<file path="config.mk">
export PLATFORM = sky130hd
export DESIGN_NAME = fifo_wr_arbiter
export DESIGN_NICKNAME = d
export VERILOG_FILES = /design/src/rtl/fifo_wr_arbiter.sv
export SDC_FILE = /design/constraint.sdc
export NUM_CORES = 1
export LEC_CHECK = 0
export CAP_MARGIN = 15
export CORE_ASPECT_RATIO = 2
export CORE_MARGIN = 2
export CORE_UTILIZATION = 39
export DETAILED_ROUTE_END_ITERATION = 10
export PLACE_DENSITY = 0.9
export SLEW_MARGIN = 20
export SYNTH_ARGS = -nofsm -noshare
export SYNTH_HDL_FRONTEND = slang
export SYNTH_SLANG_ARGS = --single-unit
</file>
<file path="constraint.sdc">
create_clock -name wr_clk -period 2.2 [get_ports wr_clk]
set_clock_uncertainty 0.15 [all_clocks]
set_input_delay 0.44 -clock wr_clk [delete_from_list [all_inputs] [get_ports wr_clk]]
set_output_delay 0.44 -clock wr_clk [all_outputs]
set_load 0.1 [all_outputs]
</file>
<file path="src/rtl/fifo_wr_arbiter.sv">
// fifo_wr_arbiter: round-robin burst arbiter for 4 requesters onto one FIFO write port.
// Optional macro FIFO_ARB_STALL_STATS_EN adds a saturating stall_cnt output.
module fifo_wr_arbiter #(
    parameter int WIDTH     = 8,
    parameter int MAX_BURST = 4
) (
    input  logic               wr_clk,
    input  logic               reset,
    input  logic [3:0]         req,
    input  logic [4*WIDTH-1:0] req_data,
    input  logic               wr_full,
    output logic [3:0]         grant,
    output logic               fifo_wr_en,
    output logic [WIDTH-1:0]   fifo_data_in,
    output logic [1:0]         active_id,
    output logic               busy
`ifdef FIFO_ARB_STALL_STATS_EN
    ,
    output logic [15:0]        stall_cnt
`endif
);

    typedef enum logic {
        IDLE,
        BURST
    } state_t;

    localparam logic [3:0] LAST = 4'(MAX_BURST - 1);

    state_t     state;
    logic [1:0] rr_ptr;
    logic [3:0] burst_cnt;
    logic [1:0] pick_id;
    logic       burst_end;

    // Round-robin search: first set req bit at rr_ptr, rr_ptr+1, ... mod 4.
    always_comb begin
        pick_id = rr_ptr;
        for (int k = 3; k >= 0; k--) begin
            if (req[rr_ptr + 2'(k)]) begin
                pick_id = rr_ptr + 2'(k);
            end
        end
    end

    assign fifo_wr_en   = |(grant & req) & ~wr_full;
    assign fifo_data_in = req_data[active_id*WIDTH +: WIDTH];

    // Burst closes on its last accepted word or when the owner withdraws.
    assign burst_end = ~req[active_id] |
                       (fifo_wr_en & (burst_cnt == LAST));

    // Two-state grant FSM with registered grant/active_id/busy.
    always_ff @(posedge wr_clk or posedge reset) begin
        if (reset) begin
            state     <= IDLE;
            grant     <= '0;
            active_id <= '0;
            rr_ptr    <= '0;
            burst_cnt <= '0;
            busy      <= 1'b0;
        end else begin
            unique case (state)
                IDLE: begin
                    if (|req) begin
                        state     <= BURST;
                        grant     <= 4'b0001 << pick_id;
                        active_id <= pick_id;
                        burst_cnt <= '0;
                        busy      <= 1'b1;
                    end
                end
                BURST: begin
                    if (burst_end) begin
                        state  <= IDLE;
                        grant  <= '0;
                        busy   <= 1'b0;
                        rr_ptr <= active_id + 2'd1;
                    end else if (fifo_wr_en) begin
                        burst_cnt <= burst_cnt + 4'd1;
                    end
                end
                default: begin
                    state <= IDLE;
                    grant <= '0;
                    busy  <= 1'b0;
                end
            endcase
        end
    end

`ifdef FIFO_ARB_STALL_STATS_EN
    // Count burst cycles lost to a full FIFO, saturating at all ones.
    always_ff @(posedge wr_clk or posedge reset) begin
        if (reset) begin
            stall_cnt <= '0;
        end else if (busy && wr_full && stall_cnt != 16'hFFFF) begin
            stall_cnt <= stall_cnt + 16'd1;
        end
    end
`endif

endmodule

</file>
==> metrics.yaml <==
drive_gt1_share_pct: 36.0
end_kind: "output port"
core_um2: 2570
cellPowerDensity_nw_per_um2: 1710
final_cell_mix: "clkdlybuf4s50_1, buf_4, buf_12"
slew_headroom_pct: 63.0
clockPowerShare_pct: 8.0
die_y_um: 77.4
rrSetupSlack_ps: 200
drc_errors: 0
grt_pass1_wl_mm: 5.22
ios: 55
seq_power_share_pct: 18.0
wl_per_cell_um: 18.1
setup_viol: 0
drtAntennaViolNets: 0
synth_ff_type: "dfrtp_1"
cts_max_level: 1
floorplan.initialDensity_pct: 40.8
r2r_cells: 6
synthCells: 99
final_common_cell: "clkdlybuf4s50_1"
cts-buffers-inserted: 3
drt_first_iter_violations: 38
drtPass1Iterations: 4
critPathRequiredTime_ps: 1610
internal_power_uw: 1440
nets: 202
hp-class: "input pin to async pin"
vias_per_cell: 6.23
synth_cell_types: 37
r2r_start: "burst_cnt[1]"
pwr-share-comb_pct: 73.9
grt_overflow: 0
p_leak_uw: 0.000768
synthesis.area_um2: 1050
insertedDiodeCount: 0
grt_start_max_net_pins: 15
synth.avg_cell_area_um2: 10.6
cts_root_buf: "clkbuf_8"
dieArea_um2: 3150
status: "finished clean"
max-cap-violations: 0
clock_path_buffers: 2
dpl.hpwl_mm: 2.75
nFillCells: 161
finalCritPeriodShare_pct: 99.2
hold_violations: 0
yosysWarnings: 0
synthArstFlopShare_pct: 100
final_cells: 189
power.total_uw: 3190
gp_congestion: 0.906
clkTransAtPathRegs_ps: 60
worstPathArrival_ps: 1590
clk_latency_ps: 250
vias: 1178
cp-start-kind: "input pin"
port-buffer-count: 54
fin_crit_ps: 2180
ys_ff_latch: 14
cts_sinks: 14
grt_pass1_vias: 1246
die-width_um: 40.7
placed_cells: 183
wl_mm: 3.42
antenna_found_initial: 0
crit_type: "input pin to output port"
ys_seq_area_share_pct: 33.4
slew_violations: 0
rows: 26
switchingPower_uw: 1750
p_sw_share_pct: 54.9
ir_drop_mv: 0.999
clock.fmax_ghz: 0.458
syn_nets: 139
cp_max_fo: 1
hold_buffers: 0
synthToLayoutAreaGrowth_pct: 77.8
grt.total_usage_pct: 23.8
worst_pin_slew_ps: 554
cts_tree: "done"
synth_edf_count: 0
r2r_end: "rr_ptr[1]"
[power groups by stage]
stage	clock (uW)	sequential, uW	combinational [uW]
finish	256	574	2360
CTS	259	566	2330
global placement	0	574	2230
global route	271	597	2420
detailed placement	0	582	2270
floorplan	0	820	1270
[how the worst max path moves through the flow]
stage	end	from	slack (ps)
3_3_place_gp	fifo_wr_en	req[1]	-20
2_1_floorplan	fifo_data_in[0]	active_id[0]	2
4_1_cts	fifo_data_in[5]	req_data[21]	5
6_report	fifo_data_in[5]	req_data[21]	20
5_1_grt	fifo_wr_en	req[2]	-0.8
3_5_place_dp	grant[3]	req[0]	-180
[flip-flops by register name, indices dropped and copies added, names as in the netlist]
| name | cells |
|---|---|
| busy | 1 |
| burst_cnt | 4 |
| active_id | 2 |
| rr_ptr | 2 |
| state | 1 |
| grant | 4 |
[layout make-up]
| cell class | instances | area [um^2] | area share [%] |
|---|---|---|---|
| repair buffers | 64 | 716 | 38.3 |
| multi-input cells | 72 | 672 | 36.0 |
| flip-flops and latches | 14 | 363 | 19.4 |
| clock buffers | 4 | 55.1 | 2.95 |
| well taps | 28 | 35.0 | 1.88 |
| inverters | 7 | 26.3 | 1.41 |
[worst max-delay path: stages]
cell             delay (ps)
clkdlybuf4s50_1         450
mux4_2                  510
buf_12                  190
[synth_stat cells, types with 2 or more instances]
library cell   n  area, um^2
dfrtp_1       14         350
nand2_1       10        37.5
mux4_2         9         203
inv_1          7        26.3
nor2_1         5        18.8
o21ai_0        5        25.0
o32ai_1        4        35.0
a21oi_1        3        15.0
nand3_1        3        15.0
o211ai_1       3        22.5
a31oi_1        2        12.5
buf_2          2        10.0
buf_6          2        22.5
clkbuf_1       2        7.51
mux2i_1        2        20.0
nor2b_1        2        12.5
nor3b_1        2        15.0
o211ai_2       2        25.0
o22a_1         2        17.5
[stage by stage]
stage | setup WS, ps | hold slack (ps) | area (um^2) | util [%] | TNS [ps]
floorplan | 1.57 | 179 | 1080 | - | 0
global placement | -21.6 | 362 | 1760 | 68.6 | -38.9
detailed placement | -176 | 378 | 1760 | 68.6 | -448
CTS | 4.53 | 386 | 1850 | 72.0 | 0
global route | -0.802 | 407 | 1870 | 72.6 | -0.802
finish | 18.6 | 388 | 1870 | 72.6 | 0
[layer usage]
layer,global-route usage (%),up-vias,part of all wire [%]
met5,0,-,0
met4,11.0,0,3.3
met3,5.14,13,8.1
met2,43.3,85,56
met1,22.2,567,32
li1,-,513,-
[timing repair]
item	4_1_cts	5_1_grt
resized for setup	4	3
buffers inserted	2	0
setup endpoints to repair	2	2
[kinds of logic (layout without fill, tap and decap cells)]
| family | count (synthesis) | after routing | synth area share [%] |
|---|---|---|---|
| multiplexers | 12 | 12 | 22.6 |
| XOR/XNOR | 1 | 1 | 0.834 |
| AO/OA/AOI/OAI | 29 | 29 | 21.5 |
| AND/OR/NAND/NOR | 29 | 29 | 14.2 |
| buffers and inverters | 13 | 75 | 6.32 |
| adder cells (fa/ha/maj) | 1 | 1 | 1.19 |
| flip-flops | 14 | 14 | 33.4 |
No activity file was read; power rests on OpenSTA's default activity.
